===== src/rtl/fir_tap_seq_ctrl_if.sv =====
// Host, SRAM, handshake and tap-datapath signals of the FIR tap sequencer.
// The master side drives the host/sample inputs; the slave side is the controller.
interface fir_tap_seq_ctrl_if #(
  parameter int P_COEFF_W = 16,
  parameter int P_ADDR_W  = 6
);
  logic                 iCoeffiUpdateFlag;
  logic                 iCsnRam;
  logic                 iWrnRam;
  logic [P_ADDR_W-1:0]  iAddrRam;
  logic [P_COEFF_W-1:0] iWrDtRam;
  logic [P_ADDR_W-1:0]  iNumOfCoeff;
  logic                 iInValid;
  logic                 oInReady;
  logic                 oCsnRam;
  logic                 oWrnRam;
  logic [P_ADDR_W-1:0]  oAddrRam;
  logic [P_COEFF_W-1:0] oWrDtRam;
  logic                 oCoeffLd;
  logic [P_ADDR_W-1:0]  oCoeffIdx;
  logic                 oEnDelay;
  logic                 oEnAcc;
  logic                 oOutValid;
  logic                 oBusy;
  logic                 oErr;

  modport master (
    output iCoeffiUpdateFlag, iCsnRam, iWrnRam, iAddrRam, iWrDtRam, iNumOfCoeff, iInValid,
    input  oInReady, oCsnRam, oWrnRam, oAddrRam, oWrDtRam, oCoeffLd, oCoeffIdx,
           oEnDelay, oEnAcc, oOutValid, oBusy, oErr
  );

  modport slave (
    input  iCoeffiUpdateFlag, iCsnRam, iWrnRam, iAddrRam, iWrDtRam, iNumOfCoeff, iInValid,
    output oInReady, oCsnRam, oWrnRam, oAddrRam, oWrDtRam, oCoeffLd, oCoeffIdx,
           oEnDelay, oEnAcc, oOutValid, oBusy, oErr
  );
endinterface


===== src/rtl/fir_tap_seq_ctrl.sv =====
// Tap-count-generic FIR controller: coefficient write steering, SRAM sweep into
// tap registers, and back-pressured sample sequencing through the MAC pipeline.
module fir_tap_seq_ctrl #(
  parameter int P_COEFF_W = 16,
  parameter int P_ADDR_W  = 6,
  parameter int P_MAX_TAP = 33,
  parameter int P_MUL_LAT = 2
) (
  input logic               iClk_12M,
  input logic               iRsn,
  fir_tap_seq_ctrl_if.slave bus
);
  typedef enum logic [2:0] {
    IDLE  = 3'd0,
    LOAD  = 3'd1,
    FETCH = 3'd2,
    DRAIN = 3'd3,
    RUN   = 3'd4,
    FLUSH = 3'd5
  } state_t;

  localparam logic [P_ADDR_W-1:0] addr_one_c = P_ADDR_W'(1);
  // One extra bit so P_MAX_TAP == 2**P_ADDR_W is still representable
  localparam logic [P_ADDR_W:0]   max_tap_c  = (P_ADDR_W+1)'(P_MAX_TAP);

  state_t               state_r;
  logic [P_ADDR_W-1:0]  n_r;
  logic [P_ADDR_W-1:0]  k_r;
  logic [P_ADDR_W-1:0]  addr_r;
  logic [P_COEFF_W-1:0] wr_dt_r;
  logic [P_ADDR_W-1:0]  coeff_idx_r;
  logic                 csn_r;
  logic                 wrn_r;
  logic                 rd_pend_r;
  logic                 coeff_ld_r;
  logic                 err_r;
  logic                 busy_r;
  logic [P_MUL_LAT:0]   pipe_r;
  logic                 ready_s;
  logic                 accept_s;
  logic                 wr_req_s;
  logic                 n_bad_s;

  // Ready is combinational so a pending update blocks the sample in the same cycle
  always_comb begin
    ready_s = 1'b0;
    if (state_r == RUN) begin
      ready_s = ~bus.iCoeffiUpdateFlag;
    end else begin
      ready_s = 1'b0;
    end
  end

  assign accept_s = ready_s & bus.iInValid;
  assign wr_req_s = ~bus.iCsnRam & ~bus.iWrnRam;
  assign n_bad_s  = (bus.iNumOfCoeff == '0) || ({1'b0, bus.iNumOfCoeff} > max_tap_c);

  assign bus.oInReady  = ready_s;
  assign bus.oEnDelay  = accept_s;
  assign bus.oCsnRam   = csn_r;
  assign bus.oWrnRam   = wrn_r;
  assign bus.oAddrRam  = addr_r;
  assign bus.oWrDtRam  = wr_dt_r;
  assign bus.oCoeffLd  = coeff_ld_r;
  assign bus.oCoeffIdx = coeff_idx_r;
  assign bus.oEnAcc    = pipe_r[P_MUL_LAT-1];
  assign bus.oOutValid = pipe_r[P_MUL_LAT];
  assign bus.oBusy     = busy_r;
  assign bus.oErr      = err_r;

  // Sequencer state, SRAM port registers, tap-load strobe and MAC valid pipeline
  always_ff @(posedge iClk_12M or negedge iRsn) begin
    if (!iRsn) begin
      state_r     <= IDLE;
      n_r         <= '0;
      k_r         <= '0;
      addr_r      <= '0;
      wr_dt_r     <= '0;
      coeff_idx_r <= '0;
      csn_r       <= 1'b1;
      wrn_r       <= 1'b1;
      rd_pend_r   <= 1'b0;
      coeff_ld_r  <= 1'b0;
      err_r       <= 1'b0;
      busy_r      <= 1'b1;
      pipe_r      <= '0;
    end else begin
      pipe_r     <= {pipe_r[P_MUL_LAT-1:0], accept_s};
      csn_r      <= 1'b1;
      wrn_r      <= 1'b1;
      rd_pend_r  <= 1'b0;
      // SRAM data lands one cycle after the address register, with the tap index
      coeff_ld_r <= rd_pend_r;
      if (rd_pend_r) begin
        coeff_idx_r <= addr_r;
      end
      case (state_r)
        IDLE: begin
          if (bus.iCoeffiUpdateFlag) begin
            state_r <= LOAD;
            err_r   <= 1'b0;
          end
        end
        LOAD: begin
          if (wr_req_s) begin
            if (bus.iAddrRam < bus.iNumOfCoeff) begin
              csn_r   <= 1'b0;
              wrn_r   <= 1'b0;
              addr_r  <= bus.iAddrRam;
              wr_dt_r <= bus.iWrDtRam;
            end else begin
              err_r <= 1'b1;
            end
          end
          if (!bus.iCoeffiUpdateFlag) begin
            n_r <= bus.iNumOfCoeff;
            k_r <= '0;
            if (n_bad_s) begin
              err_r   <= 1'b1;
              state_r <= IDLE;
            end else begin
              state_r <= FETCH;
            end
          end
        end
        FETCH: begin
          csn_r     <= 1'b0;
          addr_r    <= k_r;
          rd_pend_r <= 1'b1;
          if (k_r == n_r - addr_one_c) begin
            state_r <= DRAIN;
          end else begin
            k_r <= k_r + addr_one_c;
          end
        end
        DRAIN: begin
          if (coeff_ld_r && (coeff_idx_r == n_r - addr_one_c)) begin
            state_r <= RUN;
            busy_r  <= 1'b0;
          end
        end
        RUN: begin
          if (bus.iCoeffiUpdateFlag) begin
            state_r <= FLUSH;
            busy_r  <= 1'b1;
          end
        end
        FLUSH: begin
          if (pipe_r == '0) begin
            state_r <= LOAD;
          end
        end
        default: begin
          state_r <= IDLE;
          busy_r  <= 1'b1;
        end
      endcase
    end
  end
endmodule


===== src/flat_wrapper.sv =====
// flat-port wrapper written by rule: the top's interface ports become plain ports
module fir_tap_seq_ctrl_flat 
#(
  parameter int P_COEFF_W = 16,
  parameter int P_ADDR_W  = 6,
  parameter int P_MAX_TAP = 33,
  parameter int P_MUL_LAT = 2
)
  (iClk_12M, iRsn, bus_iCoeffiUpdateFlag, bus_iCsnRam, bus_iWrnRam, bus_iAddrRam, bus_iWrDtRam, bus_iNumOfCoeff, bus_iInValid, bus_oInReady, bus_oCsnRam, bus_oWrnRam, bus_oAddrRam, bus_oWrDtRam, bus_oCoeffLd, bus_oCoeffIdx, bus_oEnDelay, bus_oEnAcc, bus_oOutValid, bus_oBusy, bus_oErr);
  fir_tap_seq_ctrl_if #(.P_COEFF_W(P_COEFF_W), .P_ADDR_W(P_ADDR_W)) bus_i ();
  input logic iClk_12M;
  input logic iRsn;
  input wire logic [$bits(bus_i.iCoeffiUpdateFlag)-1:0] bus_iCoeffiUpdateFlag;
  input wire logic [$bits(bus_i.iCsnRam)-1:0] bus_iCsnRam;
  input wire logic [$bits(bus_i.iWrnRam)-1:0] bus_iWrnRam;
  input wire logic [$bits(bus_i.iAddrRam)-1:0] bus_iAddrRam;
  input wire logic [$bits(bus_i.iWrDtRam)-1:0] bus_iWrDtRam;
  input wire logic [$bits(bus_i.iNumOfCoeff)-1:0] bus_iNumOfCoeff;
  input wire logic [$bits(bus_i.iInValid)-1:0] bus_iInValid;
  output wire logic [$bits(bus_i.oInReady)-1:0] bus_oInReady;
  output wire logic [$bits(bus_i.oCsnRam)-1:0] bus_oCsnRam;
  output wire logic [$bits(bus_i.oWrnRam)-1:0] bus_oWrnRam;
  output wire logic [$bits(bus_i.oAddrRam)-1:0] bus_oAddrRam;
  output wire logic [$bits(bus_i.oWrDtRam)-1:0] bus_oWrDtRam;
  output wire logic [$bits(bus_i.oCoeffLd)-1:0] bus_oCoeffLd;
  output wire logic [$bits(bus_i.oCoeffIdx)-1:0] bus_oCoeffIdx;
  output wire logic [$bits(bus_i.oEnDelay)-1:0] bus_oEnDelay;
  output wire logic [$bits(bus_i.oEnAcc)-1:0] bus_oEnAcc;
  output wire logic [$bits(bus_i.oOutValid)-1:0] bus_oOutValid;
  output wire logic [$bits(bus_i.oBusy)-1:0] bus_oBusy;
  output wire logic [$bits(bus_i.oErr)-1:0] bus_oErr;
  assign bus_i.iCoeffiUpdateFlag = bus_iCoeffiUpdateFlag;
  assign bus_i.iCsnRam = bus_iCsnRam;
  assign bus_i.iWrnRam = bus_iWrnRam;
  assign bus_i.iAddrRam = bus_iAddrRam;
  assign bus_i.iWrDtRam = bus_iWrDtRam;
  assign bus_i.iNumOfCoeff = bus_iNumOfCoeff;
  assign bus_i.iInValid = bus_iInValid;
  assign bus_oInReady = bus_i.oInReady;
  assign bus_oCsnRam = bus_i.oCsnRam;
  assign bus_oWrnRam = bus_i.oWrnRam;
  assign bus_oAddrRam = bus_i.oAddrRam;
  assign bus_oWrDtRam = bus_i.oWrDtRam;
  assign bus_oCoeffLd = bus_i.oCoeffLd;
  assign bus_oCoeffIdx = bus_i.oCoeffIdx;
  assign bus_oEnDelay = bus_i.oEnDelay;
  assign bus_oEnAcc = bus_i.oEnAcc;
  assign bus_oOutValid = bus_i.oOutValid;
  assign bus_oBusy = bus_i.oBusy;
  assign bus_oErr = bus_i.oErr;
  fir_tap_seq_ctrl #(.P_COEFF_W(P_COEFF_W), .P_ADDR_W(P_ADDR_W), .P_MAX_TAP(P_MAX_TAP), .P_MUL_LAT(P_MUL_LAT)) u_core (.iClk_12M(iClk_12M), .iRsn(iRsn), .bus(bus_i));
endmodule

===== config.mk =====
export PLATFORM = sky130hd
export DESIGN_NAME = fir_tap_seq_ctrl_flat
export DESIGN_NICKNAME = d
export VERILOG_FILES = /design/src/rtl/fir_tap_seq_ctrl_if.sv /design/src/rtl/fir_tap_seq_ctrl.sv /design/src/flat_wrapper.sv
export SDC_FILE = /design/constraint.sdc
export NUM_CORES = 1
export LEC_CHECK = 0
export CAP_MARGIN = 20
export CORE_ASPECT_RATIO = 1.4
export CORE_MARGIN = 5
export CORE_UTILIZATION = 51
export DETAILED_ROUTE_END_ITERATION = 12
export PLACE_DENSITY = 0.91
export SYNTH_ARGS = -nofsm -noshare
export SYNTH_HDL_FRONTEND = slang
export SYNTH_SLANG_ARGS = --single-unit

===== constraint.sdc =====
create_clock -name iClk_12M -period 5.5 [get_ports iClk_12M]
set_input_delay 1.1 -clock iClk_12M [delete_from_list [all_inputs] [get_ports iClk_12M]]
set_output_delay 1.1 -clock iClk_12M [all_outputs]
set_load 0.05 [all_outputs]

==> flow_summary.toml <==
[sta]
finalCritPeriodShare = 0.7801
skew_ns = 0.008961
rsz0062_at_grt = "no"
worst_slack_ns = 1.209
max_freq_mhz = 233.1
drv_slew = 0
hold_viol_final = 0
relSlewSlack = 0.3532
setup_viol = 0
tightest_slew_ns = 0.9691
fin_crit_ns = 4.291
final.setup.tns_ns = 0

[logic_synthesis]
avgSynthCellArea_sq_um = 11.10
synth.most_common_cell = "dfrtp_1"
synth_top_cell_by_area = "dfrtp_1"
synth_cells = 227
ys.flop_type = "dfrtp_1"
synth_seq_cells = 52
synth_area_sq_um = 2519
ys_warn_count = 0
synthTopCellsByCount = "49 x dfrtp_1, 23 x mux2_2, 21 x nand2_1"
synthArstFlopShare = 1.000
synth_top_cells_by_area = "dfrtp_1 49%, mux2_2 10%, ha_1 3.5%, xnor2_1 3.5%, dfstp_2 3.1%"
synth.distinct_cells = 43
synth_edf_count = 0
netlist.area_leader.share = 0.4868
synth-seq-area-share = 0.5181
syn_nets = 268

[detailed_routing]
drt_iter0_drc = 183
wl_per_cell_um = 16.78
drt_pass1_iterations = 4
drc = 0
wl_um = 6091
ant_nets = 0
vias = 2003
routed_via_density = 5.518

[finish]
multi_input_area_sq_um = 1131
seqCellArea_sq_um = 1305
nets = 339
synthToLayoutAreaGrowth_pct = 33.48
drive_gt1_frac = 0.1438
nFillCells = 391
n_antenna_cell = 0

[placement]
port_buffers = 70
dp_slack_ns = 1.195
dp_hpwl_um = 4697
routabilityCongestion = 0.8847

[power]
p_leak_nw = 1.455
p_per_area_nw_per_um2 = 636.4
ir_drop_mv = 0.3795

[die]
coreArea_sq_um = 4805
die_height_um = 93.15
dieWidth_um = 69.40
design.die.area_sq_um = 6464
placement_rows = 30
initial_core_util = 0.5242
design.portCount = 71

[setup_path]
end_kind = "output port"
arrival_ns = 3.19
crit_type = "input port to output port"
cp-start-kind = "input port"
crit_top_cell = "clkdlybuf4s50_1"
required_ns = 4.40
crit_fanout = 5
path_cells = "clkdlybuf4s50_1, or4b_1, inv_1, and2_1, clkdlybuf4s50_1"
max_stage_delay_ns = 0.82
worst_path_max_delay_cell = "clkdlybuf4s50_1"

[grt]
antenna_found_initial = 0
grt_pass1_vias = 2017
grt_pass1_wl_um = 9825
grt-ovfl-total = 0
grt_max_degree = 53
grt_use_total = 0.1908

[hold_path]
hp-class = "flip-flop to flip-flop"

[clock_tree]
cts_tree = "yes"
post_cts_buffers = 0
clock_sinks = 52
hold_buffers = 0
cts_resized = 0
h-tree-depth = 2
cts_root_buf = "clkbuf_8"
clock_latency_ns = 0.31
numCtsBuffers = 5
clockBufferDepth = 2
path_clk_slew_ns = 0.10

[run_status]
outcome = "finished clean"

[run]
drv_cap = 0
-- where the power goes --
part	leakage, nW	switching, mW	internal (mW)	total (mW)
sequential	0.650	0.158	0.548	0.706
combinational	0.760	0.744	0.459	1.20
clock	0.0452	0.137	0.0930	0.230
-- sequential cells by signal (all words and copies together) (netlist names) --
register              cells
u_core.k_r                6
u_core.bus.oCoeffLd       1
u_core.bus.oErr           1
u_core.bus.oCoeffIdx      6
u_core.bus.oWrnRam        1
u_core.bus.oWrDtRam      16
u_core.state_r            3
u_core.bus.oBusy          1
u_core.bus.oAddrRam       6
u_core.bus.oCsnRam        1
u_core.rd_pend_r          1
u_core.pipe_r             3
u_core.n_r                6
-- path summary, 6_finish.rpt --
path / start / endpoint / slack (ns) / depth (start not counted)
max in group asynchronous: iRsn / u_core.bus.oCoeffIdx[0] / 4.17 / 2
min reg2reg: u_core.pipe_r[0] / u_core.pipe_r[1] / 0.40 / 0
min in group asynchronous: iRsn / u_core.bus.oWrDtRam[11] / 0.88 / 2
max: bus_iCoeffiUpdateFlag / bus_oEnDelay / 1.21 / 5
max reg2reg: u_core.n_r[0] / u_core.k_r[0] / 3.30 / 8
min: u_core.pipe_r[0] / u_core.pipe_r[1] / 0.40 / 0
-- area by class of cell --
cell class | count | share of cell area
Clock buffer | 5 | 0.02047
Clock inverter | 3 | 0.007443
Inverter | 13 | 0.01451
Multi-Input combinational cell | 155 | 0.3364
Sequential cell | 52 | 0.3882
Tap cell | 64 | 0.02382
Timing Repair Buffer | 71 | 0.2092
-- cells in the final DEF, fill, tap and decap left out, types with 2 or more instances in the layout --
cell type,n
clkdlybuf4s50_1,69
dfrtp_1,49
mux2_2,23
nand2_1,21
nor2_1,16
inv_1,13
o21ai_0,10
xnor2_1,10
nand3_1,7
ha_1,7
xor2_1,6
nand2b_1,5
nor3_1,5
mux2i_1,5
clkbuf_8,5
a21oi_1,4
o211ai_1,4
nand4_1,4
a31oi_1,4
dfstp_2,3
nor2_2,2
and3_1,2
inv_6,2
-- metal layers --
layer | up-vias | track usage | wire, um
met5 | - | 0 | 0
met4 | 0 | 0.08469 | 165
met3 | 14 | 0.03118 | 231
met2 | 55 | 0.3479 | 3381
met1 | 996 | 0.2179 | 2313
li1 | 938 | - | -
-- kinds of logic after synthesis --
kind of cell | share of synthesized area
multiplexers | 0.1227
buffers and inverters | 0.03378
AND/OR/NAND/NOR | 0.1391
flip-flops | 0.5181
XOR/XNOR | 0.05564
AO/OA/AOI/OAI | 0.09588
adder cells (fa/ha/maj) | 0.03477
-- stage by stage --
stage | power, mW | hold WS, ns | cells | util | area [sq um]
3_3_place_gp | 1.879 | 0.3626 | 355 | 0.6802 | 3268
3_5_place_dp | 1.917 | 0.3687 | 355 | 0.6802 | 3268
6_report | 2.140 | 0.4001 | 363 | 0.6997 | 3362
5_1_grt | 2.255 | 0.4003 | 363 | 0.6997 | 3362
4_1_cts | 2.149 | 0.3906 | 363 | 0.6997 | 3362
2_1_floorplan | 1.531 | 0.3519 | 227 | - | 2519
-- critical path: cells and delay by family --
kind	cells	cell delay (ns)
buffers and inverters	3	1.39
AND/OR/NAND/NOR	2	0.70
No activity file was read; power rests on OpenSTA's default activity.
